## src/rtl/credit_pipe_rx_if.sv

```systemverilog
// Link-side and consumer-side signals of the credit receiver, bundled for port hookup.
// The slave view belongs to the receiver; the master view belongs to the sender/consumer side.
interface credit_pipe_rx_if #(
  parameter int DATA_WIDTH = 32
);
  logic                  in_valid;
  logic [DATA_WIDTH-1:0] in_data;
  logic                  credit_return;
  logic                  out_valid;
  logic [DATA_WIDTH-1:0] out_data;
  logic                  out_ready;

  modport slave (
    input  in_valid,
    input  in_data,
    input  out_ready,
    output credit_return,
    output out_valid,
    output out_data
  );

  modport master (
    output in_valid,
    output in_data,
    output out_ready,
    input  credit_return,
    input  out_valid,
    input  out_data
  );
endinterface

```

## src/rtl/credit_pipe_rx.sv

```systemverilog
// Credit-based stream receiver: buffers valid-only beats in a DEPTH-entry FIFO,
// presents valid/ready downstream and returns one credit per freed slot.
module credit_pipe_rx #(
  parameter int DATA_WIDTH = 32,
  parameter int DEPTH      = 8
) (
  input  logic                       clk,
  input  logic                       rst,
  credit_pipe_rx_if.slave            bus,
  output logic [$clog2(DEPTH+1)-1:0] occupancy,
  output logic                       overflow
);
  localparam int CW = $clog2(DEPTH + 1);
  localparam int PW = $clog2(DEPTH);
  localparam logic [CW-1:0] FULL = CW'(DEPTH);
  localparam logic [PW-1:0] LAST = PW'(DEPTH - 1);

  typedef enum logic {INIT, RUN} state_t;

  state_t                state, state_d;
  logic [PW-1:0]         init_cnt, init_cnt_d;
  logic                  credit_d;
  logic [DATA_WIDTH-1:0] mem [DEPTH];
  logic [PW-1:0]         wr_ptr, rd_ptr;
  logic [CW-1:0]         count, pending;
  logic                  pop, push, drop, emit;

  assign bus.out_valid = (count != '0);
  assign bus.out_data  = mem[rd_ptr];
  assign occupancy     = count;

  // A full FIFO may still take a beat when the head leaves in the same cycle.
  assign pop  = bus.out_valid && bus.out_ready;
  assign push = bus.in_valid && ((count != FULL) || pop);
  assign drop = bus.in_valid && !push;
  assign emit = (state == RUN) && (pending != '0);

  always_comb begin
    state_d    = state;
    init_cnt_d = init_cnt;
    credit_d   = 1'b0;
    case (state)
      INIT: begin
        credit_d = 1'b1;
        if (init_cnt == LAST) begin
          state_d    = RUN;
          init_cnt_d = '0;
        end else begin
          init_cnt_d = init_cnt + 1'b1;
        end
      end
      RUN: credit_d = emit;
      default: state_d = INIT;
    endcase
  end

  always_ff @(posedge clk or posedge rst) begin
    if (rst) begin
      state             <= INIT;
      init_cnt          <= '0;
      bus.credit_return <= 1'b0;
    end else begin
      state             <= state_d;
      init_cnt          <= init_cnt_d;
      bus.credit_return <= credit_d;
    end
  end

  // Pops made during INIT accumulate here and are paid out once RUN begins.
  always_ff @(posedge clk or posedge rst) begin
    if (rst) begin
      wr_ptr   <= '0;
      rd_ptr   <= '0;
      count    <= '0;
      pending  <= '0;
      overflow <= 1'b0;
    end else begin
      if (push) wr_ptr <= (wr_ptr == LAST) ? '0 : wr_ptr + 1'b1;
      if (pop)  rd_ptr <= (rd_ptr == LAST) ? '0 : rd_ptr + 1'b1;
      case ({push, pop})
        2'b10:   count <= count + 1'b1;
        2'b01:   count <= count - 1'b1;
        default: count <= count;
      endcase
      pending <= pending + CW'(pop) - CW'(emit);
      if (drop) overflow <= 1'b1;
    end
  end

  always_ff @(posedge clk) begin
    if (push) mem[wr_ptr] <= bus.in_data;
  end

  pending_bounded: assert property (@(posedge clk) disable iff (rst) pending <= FULL);
endmodule

```

## src/flat_wrapper.sv

```systemverilog
// flat-port wrapper written by rule: the top's interface ports become plain ports
module credit_pipe_rx_flat 
#(
  parameter int DATA_WIDTH = 32,
  parameter int DEPTH      = 8
)
  (clk, rst, occupancy, overflow, bus_in_valid, bus_in_data, bus_out_ready, bus_credit_return, bus_out_valid, bus_out_data);
  credit_pipe_rx_if #(.DATA_WIDTH(DATA_WIDTH)) bus_i ();
  input  logic clk;
  input  logic rst;
  output logic [$clog2(DEPTH+1)-1:0] occupancy;
  output logic overflow;
  input wire logic [$bits(bus_i.in_valid)-1:0] bus_in_valid;
  input wire logic [$bits(bus_i.in_data)-1:0] bus_in_data;
  input wire logic [$bits(bus_i.out_ready)-1:0] bus_out_ready;
  output wire logic [$bits(bus_i.credit_return)-1:0] bus_credit_return;
  output wire logic [$bits(bus_i.out_valid)-1:0] bus_out_valid;
  output wire logic [$bits(bus_i.out_data)-1:0] bus_out_data;
  assign bus_i.in_valid = bus_in_valid;
  assign bus_i.in_data = bus_in_data;
  assign bus_i.out_ready = bus_out_ready;
  assign bus_credit_return = bus_i.credit_return;
  assign bus_out_valid = bus_i.out_valid;
  assign bus_out_data = bus_i.out_data;
  credit_pipe_rx #(.DATA_WIDTH(DATA_WIDTH), .DEPTH(DEPTH)) u_core (.clk(clk), .rst(rst), .bus(bus_i), .occupancy(occupancy), .overflow(overflow));
endmodule
```

## config.mk

```make
export PLATFORM = sky130hd
export DESIGN_NAME = credit_pipe_rx_flat
export DESIGN_NICKNAME = d
export VERILOG_FILES = /design/src/rtl/credit_pipe_rx_if.sv /design/src/rtl/credit_pipe_rx.sv /design/src/flat_wrapper.sv
export SDC_FILE = /design/constraint.sdc
export NUM_CORES = 1
export LEC_CHECK = 0
export BUFFER_PORTS_ARGS = -buffer_cell sky130_fd_sc_hd__buf_2
export CAP_MARGIN = 20
export CORE_MARGIN = 5
export CORE_UTILIZATION = 30
export CTS_CLUSTER_DIAMETER = 100
export DETAILED_ROUTE_END_ITERATION = 12
export GPL_TIMING_DRIVEN = 0
export PLACE_DENSITY = 0.51
export SYNTH_ARGS = -nofsm -noshare
export SYNTH_HDL_FRONTEND = slang
export SYNTH_SLANG_ARGS = --single-unit
```

## constraint.sdc

```tcl
create_clock -name clk -period 5.17 [get_ports clk]
set_clock_uncertainty 0.15 [all_clocks]
set_input_delay 0.517 -clock clk [delete_from_list [all_inputs] [get_ports clk]]
set_output_delay 0.517 -clock clk [all_outputs]
set_load 0.02 [all_outputs]
```

==> metrics.md, run 1 <==
| Metric | Value |
|---|---|
| Outcome | `finished, final reports clean` |
| Count of state elements after synthesis | `276` |
| Most instantiated library cell after synthesis | `sky130_fd_sc_hd__edfxtp_1` |
| Share of layout cells above drive strength 1 | `41.1%` |
| Mux contribution to synthesized area | `17.6%` |
| Dominant cells by area after synthesis | `sky130_fd_sc_hd__edfxtp_1, sky130_fd_sc_hd__mux4_2, sky130_fd_sc_hd__dfrtp_1` |
| Setup Fix Bufs, Post-CTS | `0` |
| Mapped Area | `10800 µm²` |
| Vias | `4989` |
| Worst path slowest cell | `sky130_fd_sc_hd__buf_1` |
| Share of the synthesized area in the top cell type | `70.9%` |
| Effective utilization at floorplan | `30.4%` |
| Number of H-tree branching levels | `1` |
| Proportion of register bits with asynchronous set or reset after synthesis | `7.25%` |
| Largest voltage drop on the vdd net | `278 µV` |
| Number of nets with antenna violations after detailed routing | `0` |
| Die extent in x | `200 µm` |
| Clock-pin slew of the registers on the worst-case setup and hold paths | `0.06 ns` |
| Required time reported for the critical path endpoint | `4.50 ns` |
| # IOs | `75` |
| Max-Cap Viols | `0` |
| Data arrival time of the critical path | `2.67 ns` |
| Most used standard cells in the synthesized netlist | `sky130_fd_sc_hd__edfxtp_1, sky130_fd_sc_hd__mux4_2, sky130_fd_sc_hd__mux2_2` |
| Number of buffers inserted for hold repair after clock tree synthesis | `0` |
| Number of port buffers | `73` |
| Yosys cell types | `39` |
| Critical Path Most Common Cell | `sky130_fd_sc_hd__buf_2` |
| Post-synth EDFFs | `256` |
| Wire length of the first global-routing pass | `34800 µm` |
| Hold violation count in the final report | `0` |
| Area inside the core boundary | `35700 µm²` |
| Number of buffers created by CTS | `30` |
| Final core utilization | `36.8%` |
| Max Transition Viols Final | `0` |
| Final critical delay including setup and external delays | `3.34 ns` |
| Critical Path Start Type | `register` |
| Class of the tightest hold or removal check | `input pin to async pin` |
| Vertical die dimension | `200 µm` |
| Max-slew headroom | `37.5%` |
| Ratio of final minimum period to clock period | `64.5%` |
| Worst-Margin Slew | `0.935 ns` |
| Largest fanout of any net on the critical path | `10` |
| Hpwl dp | `15300 µm` |
| Final layout net count | `662` |
| Area fraction in compound gates after synthesis | `1.28%` |
| Clock root buffer | `sky130_fd_sc_hd__clkbuf_16` |
| CTS tree | `done` |
| Power Dens Cells | `579 nW/µm²` |
| Post-route worst hold slack | `0.00232 ns` |
| Post-route non-filler standard cell count | `1097` |
| Post-CTS resize count | `0` |
| Post-Syn Area per Cell | `22.5 µm²` |
| Fraction of the mapped netlist area in adder cells | `1.87%` |
| Total setup violations reported at the end of the flow | `0` |
| Xor and xnor area share after synthesis | `0.404%` |
| Ys Warns | `0` |
| Post-Synthesis Net Count | `532` |
| Number of placed instances, taps included | `1040` |
| Clock Path Buffers | `3` |
| CP max stage delay | `0.65 ns` |
| Worst setup EP type | `output port` |
| Final RePlAce weighted congestion | `0.703` |
| Wire per inst | `20.8 µm` |
| Pre-Repair DR Iteration Count | `5` |
| Critical path type | `register to output port` |
| RSZ-0062 raised after global routing | `no` |
| Vias in the first global route | `5551` |
| Overall die area | `40000 µm²` |
| Initial antenna violation count | `1` |
| Most frequently used flop master after synthesis | `sky130_fd_sc_hd__edfxtp_1` |
| CTS sink cnt | `276` |
| Area growth from synthesis to layout | `20.9%` |
| Via-per-instance ratio | `4.55` |
| Maximum frequency from static timing analysis | `0.300 GHz` |
| Main combinational cell family by area after synthesis | `multiplexers` |
| Placement row count | `69` |
| Cell taking the most area after synthesis | `sky130_fd_sc_hd__edfxtp_1` |
| Pin count of the biggest net entering global routing | `23` |
| Static leakage | `4.48 nW` |
| Count of routing violations after the opening detailed-route iteration | `255` |
| DR DRC count | `0` |
| Synth Area in Simple Gates | `1.52%` |
| Sequential cell area fraction in the yosys report | `75.5%` |
| Clock latency on the worst-skew pair | `0.53 ns` |
| Worst path bufs/invs | `3` |
| Final routed wirelength across all metal layers | `22900 µm` |
| Count of mapped cells out of synthesis | `481` |
| Kind of cell adding the most delay to the critical path | `buffers and inverters` |
| Global-route usage over all layers | `11.3%` |
| Gr ovfl total | `0` |
| Series of cell instances along the critical path | `buf_2, buf_1, mux4_2, mux2_2, buf_2` |
## final cells by class
type                            count  area, µm²
Inverter                           13       48.8
Timing Repair Buffer               98        677
Clock buffer                       40        810
Clock inverter                     16        155
Multi-Input combinational cell    171       2510
Antenna cell                        1       2.50
Fill cell                        3248      22500
Sequential cell                   276       8190
Buffer                             21        144
Tap cell                          461        577
## cells by family after synthesis
| kind of cell | Yosys count |
|---|---|
| xor gates and xnor gates | 5 |
| DFF | 276 |
| and+or+nand+nor | 31 |
| adders and majority gates | 15 |
| muxes | 104 |
| buffers and inverters | 34 |
| AOI/OAI and AO/OA | 16 |
## layer usage
layer	vias to the layer above	track usage (%)	routed length [µm]
met5	-	0	7
met4	2	2.16	258
met1	2616	15.0	10100
met3	24	2.44	1090
li1	2259	-	-
met2	88	19.5	11500
## per-stage QoR
stage | cell area (µm²) | power (mW) | setup slack, ns | setup TNS (ns)
floorplan | 10800 | 4.75 | 0.519 | 0
CTS | 13100 | 7.77 | 1.71 | 0
global route | 13100 | 8.02 | 1.67 | 0
global placement | 11800 | 5.55 | -3.30 | -294.32
finish | 13100 | 7.59 | 1.83 | 0
detailed placement | 12100 | 5.69 | 2.15 | 0
## path summary, 6_finish.rpt
check	endpoint	slack, ns	cells after the start	startpoint
max	bus_out_data[17]	1.83	5	u_core.rd_ptr[1]
min	u_core.overflow	0.002	2	rst
max reg2reg	u_core.occupancy[3]	2.14	10	u_core.occupancy[0]
min reg2reg	u_core.overflow	0.33	1	u_core.overflow
max in group asynchronous	u_core.rd_ptr[0]	4.33	2	rst
min in group clk	u_core.mem[4][11]	0.10	1	bus_in_data[11]
## state kept, by name, indices dropped and copies added, names as in the netlist
name,count
u_core.bus.credit_return,1
u_core.init_cnt,3
u_core.mem,256
u_core.occupancy,4
u_core.overflow,1
u_core.pending,4
u_core.rd_ptr,3
u_core.state,1
u_core.wr_ptr,3
## where the power goes
group,switching [mW],internal [mW],total (mW)
clock network,0.807,1.25,2.05
logic,1.42,1.18,2.61
registers,0.117,2.82,2.94
total,2.35,5.25,7.59
## layout by cell type, fill, tap and decap left out, drive strengths merged, types with 3 or more instances in the layout
cell type | synthesis | routed
ha | 13 | 13
nor2b | 3 | 3
clkinv | 0 | 12
mux2 | 38 | 38
o21ai | 4 | 4
dfrtp | 20 | 20
mux4 | 64 | 64
nand2 | 6 | 6
xnor2 | 3 | 3
inv | 13 | 14
nor3 | 7 | 7
buf | 16 | 114
a21o | 4 | 4
nand2b | 6 | 6
edfxtp | 256 | 256
clkbuf | 5 | 45
a21oi | 3 | 3
nor2 | 3 | 3
bufinv | 0 | 3
Power figures use the tool's default switching activity.
==> inputs of run 2 (changes only) <==
Clock period 5.17 ns to 3.4 ns, I/O delays scaled along.
==> run 2 against run 1 <==
  * Utilization up 1.0 points
  * Power up 55%
  * Non-clock buffer count up 28
  * Cell area up 2.8%
  * First-iteration DRC count down 13%
  * Worst hold slack better by 0.13 ns
  * Die area unchanged
  * Largest power group unchanged
  * Global-route usage up 0.52 points
  * Sequential power up 52%
  * Via count up 3.9%
  * Combinational power up 56%
==> metrics.md, run 2 (synthesis gave the netlist of run 1 again) <==
| Metric | Value |
|---|---|
| Die extent in x | `200 µm (unchanged)` |
| Number of H-tree branching levels | `1 (unchanged)` |
| Initial antenna violation count | `0 (was 1)` |
| Register ranked first by flip-flop count | `u_core.mem (unchanged)` |
| Most common cell after layout, fill and taps aside | `sky130_fd_sc_hd__edfxtp_1 (unchanged)` |
| Setup Fix Bufs, Post-CTS | `0 (unchanged)` |
| Outcome | `finished, final reports clean (unchanged)` |
| Required time reported for the critical path endpoint | `2.91 ns (was 4.50 ns)` |
| Max-Cap Viols | `0 (unchanged)` |
| Global-route usage over all layers | `11.8% (was 11.3%)` |
| Post-route worst hold slack | `0.136 ns (was 0.00232 ns)` |
| Vias | `5186 (was 4989)` |
| Fill cell count | `3236 (was 3248)` |
| Detail Route met3 WL | `778 µm (was 1090 µm)` |
| Number of buffers created by CTS | `30 (unchanged)` |
| Wire length of the first global-routing pass | `36300 µm (was 34800 µm)` |
| Final core utilization | `37.8% (was 36.8%)` |
| Vias in the first global route | `5938 (was 5551)` |
| Max Transition Viols Final | `0 (unchanged)` |
| Effective utilization at floorplan | `30.4% (unchanged)` |
| Ratio of final minimum period to clock period | `94.9%` |
| Critical path origin | `u_core.rd_ptr[1] (unchanged)` |
| Clock root buffer | `sky130_fd_sc_hd__clkbuf_16 (unchanged)` |
| Worst setup EP type | `output port (unchanged)` |
| Wire per inst | `21.3 µm (was 20.8 µm)` |
| Area inside the core boundary | `35700 µm² (unchanged)` |
| Largest fanout of any net on the critical path | `10 (unchanged)` |
| Area growth from synthesis to layout | `24.3% (was 20.9%)` |
| Total setup violations reported at the end of the flow | `0 (unchanged)` |
| Total power after layout | `11.8 mW (was 7.59 mW)` |
| Hold violation count in the final report | `0 (unchanged)` |
| CTS sink cnt | `276 (unchanged)` |
| Antenna fix cells | `0 (was 1)` |
| Worst setup slack after layout | `0.175 ns (was 1.83 ns)` |
| Clock-pin slew of the registers on the worst-case setup and hold paths | `0.06 ns (about the same)` |
| Share of layout cells above drive strength 1 | `39.2% (was 41.1%)` |
| Met1 routed wirelength after detailed routing | `10100 µm (about the same)` |
| Clock Path Buffers | `3 (unchanged)` |
| Number of flip-flops in the largest register | `256 (unchanged)` |
| Vertical die dimension | `200 µm (unchanged)` |
| Number of port buffers | `73 (unchanged)` |
| Placement row count | `69 (unchanged)` |
| Data arrival time of the critical path | `2.74 ns (was 2.67 ns)` |
| Register-to-register setup slack | `0.33 ns (was 2.14 ns)` |
| CTS tree | `done (unchanged)` |
| # IOs | `75 (unchanged)` |
| Final RePlAce weighted congestion | `0.723 (was 0.703)` |
| RSZ-0062 raised after global routing | `no (unchanged)` |
| Max-slew headroom | `35.4% (was 37.5%)` |
| Commonest cells after routing, fill and taps aside | `sky130_fd_sc_hd__edfxtp_1, sky130_fd_sc_hd__buf_2, sky130_fd_sc_hd__mux4_2 (unchanged)` |
| Hpwl dp | `15800 µm (was 15300 µm)` |
| Critical register-to-register path endpoint | `u_core.occupancy[3] (unchanged)` |
| Largest voltage drop on the vdd net | `460 µV (was 278 µV)` |
| Pin count of the biggest net entering global routing | `23 (unchanged)` |
| Worst reg2reg path startpoint | `u_core.occupancy[0] (unchanged)` |
| Overall die area | `40000 µm² (unchanged)` |
| Class of the tightest hold or removal check | `input pin to register (was input pin to async pin)` |
| Critical Path Start Type | `register (unchanged)` |
| DR DRC count | `0 (unchanged)` |
| Worst setup path end | `bus_out_data[14] (was bus_out_data[17])` |
| Worst-case setup slack after placement | `0.341 ns (was 2.15 ns)` |
| Wire length on met2 | `12600 µm (was 11500 µm)` |
| Pre-Repair DR Iteration Count | `4 (was 5)` |
| Gr ovfl total | `0 (unchanged)` |
| Worst-Margin Slew | `0.970 ns (was 0.935 ns)` |
| Number of placed instances, taps included | `1035 (was 1040)` |
| Static leakage | `4.62 nW (was 4.48 nW)` |
| Maximum frequency from static timing analysis | `0.310 GHz` |
| Via-per-instance ratio | `4.63 (was 4.55)` |
| Final routed wirelength across all metal layers | `23900 µm (was 22900 µm)` |
| Final critical delay including setup and external delays | `3.23 ns` |
| Post-route non-filler standard cell count | `1121 (was 1097)` |
| Number of nets with antenna violations after detailed routing | `0 (unchanged)` |
| Worst reg2reg path depth | `10 (unchanged)` |
| Post-CTS resize count | `0 (unchanged)` |
| Final layout net count | `690 (was 662)` |
| Number of buffers inserted for hold repair after clock tree synthesis | `33 (was 0)` |
| Critical path type | `register to output port (unchanged)` |
| Count of routing violations after the opening detailed-route iteration | `222 (was 255)` |
| Clock latency on the worst-skew pair | `0.53 ns (about the same)` |
| Uppermost metal layer occupied by signal nets | `met4 (was met5)` |
| Power Dens Cells | `876 nW/µm² (was 579 nW/µm²)` |
[run 2: worst max-delay path, stage by stage (launching register included)]
cell and delay (ns):
sky130_fd_sc_hd__dfrtp_1 0.36, sky130_fd_sc_hd__buf_2 0.26, sky130_fd_sc_hd__buf_1 0.67, sky130_fd_sc_hd__mux4_2 0.42
sky130_fd_sc_hd__mux2_2 0.31, sky130_fd_sc_hd__buf_2 0.17
[run 2: metal layers]
layer,vias up,global-route usage (%)
met2,106,21.3
met5,-,0
li1,2316,-
met1,2734,15.0
met4,0,2.68
met3,30,2.04
[run 2: through the flow]
step	setup TNS, ns	cell area (µm²)
detailed placement	0	12100
global route	0	13500
floorplan	-38.44	10900
CTS	0	13500
finish	0	13500
global placement	-516.90	11800
[run 2: area by class of cell]
type | instances | area [µm²] | share of cell area [%]
buffer | 21 | 144 | 1.07
clock inverter | 19 | 216 | 1.61
inverter | 13 | 48.8 | 0.362
timing repair buffer | 126 | 987 | 7.33
clock buffer | 34 | 787 | 5.84
sequential | 276 | 8190 | 60.8
multi-input combinational | 171 | 2530 | 18.7
tap | 461 | 577 | 4.28
[run 2: where the power goes]
group | internal (mW) | leakage, nW | total [mW] | switching [mW]
clock network | 2.02 | 0.495 | 3.24 | 1.22
registers | 4.29 | 2.56 | 4.48 | 0.194
logic | 1.83 | 1.56 | 4.08 | 2.25
[run 2: worst min path at each step]
| stage | start | to | slack [ns] | cells past startpoint |
|---|---|---|---|---|
| floorplan | rst | u_core.bus.credit_return | 0.15 | 1 |
| global placement | u_core.overflow | u_core.overflow | 0.32 | 1 |
| detailed placement | u_core.overflow | u_core.overflow | 0.32 | 1 |
| CTS | bus_out_ready | u_core.occupancy[1] | 0.1 | 3 |
| global route | bus_out_ready | u_core.occupancy[1] | 0.14 | 3 |
| finish | bus_out_ready | u_core.occupancy[1] | 0.14 | 3 |
==> inputs of run 3 (changes only) <==
Settings changed: CELL_PAD_IN_SITES_DETAIL_PLACEMENT from default to 0, CELL_PAD_IN_SITES_GLOBAL_PLACEMENT from default to 1, PLACE_DENSITY 0.51 to 0.56.
==> run 3 against run 2 <==
  * Sequential cell count is the same
  * Final cell count decreased by 0.27%
  * Power fell by 4.0%
  * Largest power group unchanged
==> metrics.md, run 3 (synthesis gave the netlist of run 1 again) <==
| Metric | Value |
|---|---|
| Clock root buffer | `sky130_fd_sc_hd__clkbuf_16 (unchanged)` |
| Worst-Margin Slew | `0.914 ns (was 0.970 ns)` |
| Vias in the first global route | `5760 (was 5938)` |
| Setup Fix Bufs, Post-CTS | `0 (unchanged)` |
| Worst-case setup slack after placement | `0.362 ns (was 0.341 ns)` |
| Largest voltage drop on the vdd net | `432 µV (was 460 µV)` |
| Max-Cap Viols | `0 (unchanged)` |
| Vias | `5127 (was 5186)` |
| Die extent in x | `200 µm (unchanged)` |
| Static leakage | `4.54 nW (was 4.62 nW)` |
| Aggregate negative setup slack | `0 ns (unchanged)` |
| Maximum frequency from static timing analysis | `0.314 GHz (was 0.310 GHz)` |
| Worst setup slack after layout | `0.215 ns (was 0.175 ns)` |
| Power Dens Cells | `850 nW/µm² (was 876 nW/µm²)` |
| Critical Path Start Type | `register (unchanged)` |
| Final RePlAce weighted congestion | `0.690 (was 0.723)` |
| Placement row count | `69 (unchanged)` |
| Register ranked first by flip-flop count | `u_core.mem (unchanged)` |
| Most common cell after layout, fill and taps aside | `sky130_fd_sc_hd__edfxtp_1 (unchanged)` |
| Clock-pin slew of the registers on the worst-case setup and hold paths | `0.06 ns (about the same)` |
| Total setup violations reported at the end of the flow | `0 (unchanged)` |
| Hold endpoint | `u_core.occupancy[1] (unchanged)` |
| Hold Path Stages | `3 (unchanged)` |
| Number of H-tree branching levels | `1 (unchanged)` |
| Number of port buffers | `73 (unchanged)` |
| Area growth from synthesis to layout | `22.9% (was 24.3%)` |
| Post-route cell area | `13300 µm² (was 13500 µm²)` |
| Largest fanout of any net on the critical path | `10 (unchanged)` |
| Post-route worst hold slack | `0.130 ns (was 0.136 ns)` |
| Count of routing violations after the opening detailed-route iteration | `196 (was 222)` |
| Ratio of final minimum period to clock period | `93.7% (was 94.9%)` |
| Hold violation count in the final report | `0 (unchanged)` |
| Pin count of the biggest net entering global routing | `21 (was 23)` |
| Register-to-register setup slack | `0.33 ns (about the same)` |
| Required time reported for the critical path endpoint | `2.91 ns (about the same)` |
| Total power after layout | `11.3 mW (was 11.8 mW)` |
| Hold_sp | `bus_out_ready (unchanged)` |
| Number of flip-flops in the largest register | `256 (unchanged)` |
| Clock Path Buffers | `3 (unchanged)` |
| Class of the tightest hold or removal check | `input pin to register (unchanged)` |
| Number of nets with antenna violations after detailed routing | `0 (unchanged)` |
| Data arrival time of the critical path | `2.69 ns (was 2.74 ns)` |
| Worst reg2reg path startpoint | `u_core.occupancy[0] (unchanged)` |
| Area inside the core boundary | `35700 µm² (unchanged)` |
| Wire per inst | `21.1 µm (was 21.3 µm)` |
| Hpwl dp | `15600 µm (was 15800 µm)` |
| RSZ-0062 raised after global routing | `no (unchanged)` |
| CTS tree | `done (unchanged)` |
| Final routed wirelength across all metal layers | `23600 µm (was 23900 µm)` |
| Final layout net count | `690 (unchanged)` |
| Clock latency on the worst-skew pair | `0.53 ns (about the same)` |
| Overall die area | `40000 µm² (unchanged)` |
| Commonest cells after routing, fill and taps aside | `sky130_fd_sc_hd__edfxtp_1, sky130_fd_sc_hd__buf_2, sky130_fd_sc_hd__mux4_2 (unchanged)` |
| Final core utilization | `37.4% (was 37.8%)` |
| Share of layout cells above drive strength 1 | `37.7% (was 39.2%)` |
| Initial antenna violation count | `0 (unchanged)` |
| Number of placed instances, taps included | `1036 (was 1035)` |
| Gr ovfl total | `0 (unchanged)` |
| DR DRC count | `0 (unchanged)` |
| Critical register-to-register path endpoint | `u_core.occupancy[3] (unchanged)` |
| Pre-Repair DR Iteration Count | `4 (unchanged)` |
| Wire length of the first global-routing pass | `35900 µm (was 36300 µm)` |
| Final critical delay including setup and external delays | `3.18 ns (was 3.23 ns)` |
| Global-route usage over all layers | `11.7% (was 11.8%)` |
| Critical path type | `register to output port (unchanged)` |
| Post-CTS resize count | `0 (unchanged)` |
| Outcome | `finished, final reports clean (unchanged)` |
| Post-route non-filler standard cell count | `1118 (was 1121)` |
| # IOs | `75 (unchanged)` |
| Effective utilization at floorplan | `30.4% (unchanged)` |
| Number of buffers inserted for hold repair after clock tree synthesis | `33 (unchanged)` |
| Number of buffers created by CTS | `29 (was 30)` |
| CTS sink cnt | `276 (unchanged)` |
| Via-per-instance ratio | `4.59 (was 4.63)` |
| Max-slew headroom | `39.0% (was 35.4%)` |
| Antenna fix cells | `0 (unchanged)` |
| Worst setup EP type | `output port (unchanged)` |
| Worst reg2reg path depth | `10 (unchanged)` |
| Post-DP Area | `12200 µm² (was 12100 µm²)` |
| Max Transition Viols Final | `0 (unchanged)` |
| Vertical die dimension | `200 µm (unchanged)` |
run 3: cell types whose count changed in the layout (fill, tap and decap cells not counted):
cell,previous run,this run
sky130_fd_sc_hd__buf_12,5,4
sky130_fd_sc_hd__buf_16,2,1
sky130_fd_sc_hd__buf_4,1,0
sky130_fd_sc_hd__buf_6,14,11
sky130_fd_sc_hd__buf_8,3,10
sky130_fd_sc_hd__bufinv_16,5,1
sky130_fd_sc_hd__clkbuf_1,7,10
sky130_fd_sc_hd__clkbuf_16,31,29
sky130_fd_sc_hd__clkinv_1,5,10
sky130_fd_sc_hd__clkinv_2,8,2
sky130_fd_sc_hd__clkinvlp_4,1,0
sky130_fd_sc_hd__inv_6,0,1
run 3: worst max-delay path by stage:
stage	cells past startpoint	startpoint	slack, ns	to
global route	5	u_core.rd_ptr[1]	0.07	bus_out_data[14]
detailed placement	10	u_core.occupancy[0]	0.36	u_core.occupancy[3]
global placement	4	u_core.occupancy[1]	-3.20	u_core.mem[4][17]
finish	5	u_core.rd_ptr[1]	0.22	bus_out_data[15]
floorplan	4	u_core.occupancy[1]	-0.40	u_core.mem[2][0]
CTS	5	u_core.rd_ptr[1]	0.13	bus_out_data[15]
run 3: power by group:
group	leakage (nW)	switching, mW	total, mW	internal (mW)
clock network	0.407	1.19	2.81	1.62
logic	1.57	2.22	4.04	1.82
registers	2.56	0.190	4.48	4.29
run 3: layout make-up:
type	instances	area [µm²]
Sequential cell	276	8190
Timing Repair Buffer	127	1000
Tap cell	461	577
Clock inverter	14	86.3
Clock buffer	35	748
Fill cell	3265	22300
Buffer	21	144
Inverter	13	48.8
Multi-Input combinational cell	171	2530
run 3: worst max-delay path, cell delays in order (launching register included):
cell and delay [ns]:
sky130_fd_sc_hd__dfrtp_1 0.36, sky130_fd_sc_hd__buf_2 0.27, sky130_fd_sc_hd__buf_1 0.66, sky130_fd_sc_hd__mux4_2 0.40, sky130_fd_sc_hd__mux2_2 0.30, sky130_fd_sc_hd__buf_2 0.17
run 3: layer usage:
| layer | vias up | global-route usage [%] | share of wire [%] |
|---|---|---|---|
| li1 | 2301 | - | - |
| met4 | 0 | 1.99 | 1.4 |
| met1 | 2698 | 14.8 | 43 |
| met5 | - | 0 | 0 |
| met2 | 99 | 20.9 | 51 |
| met3 | 29 | 2.75 | 4.7 |
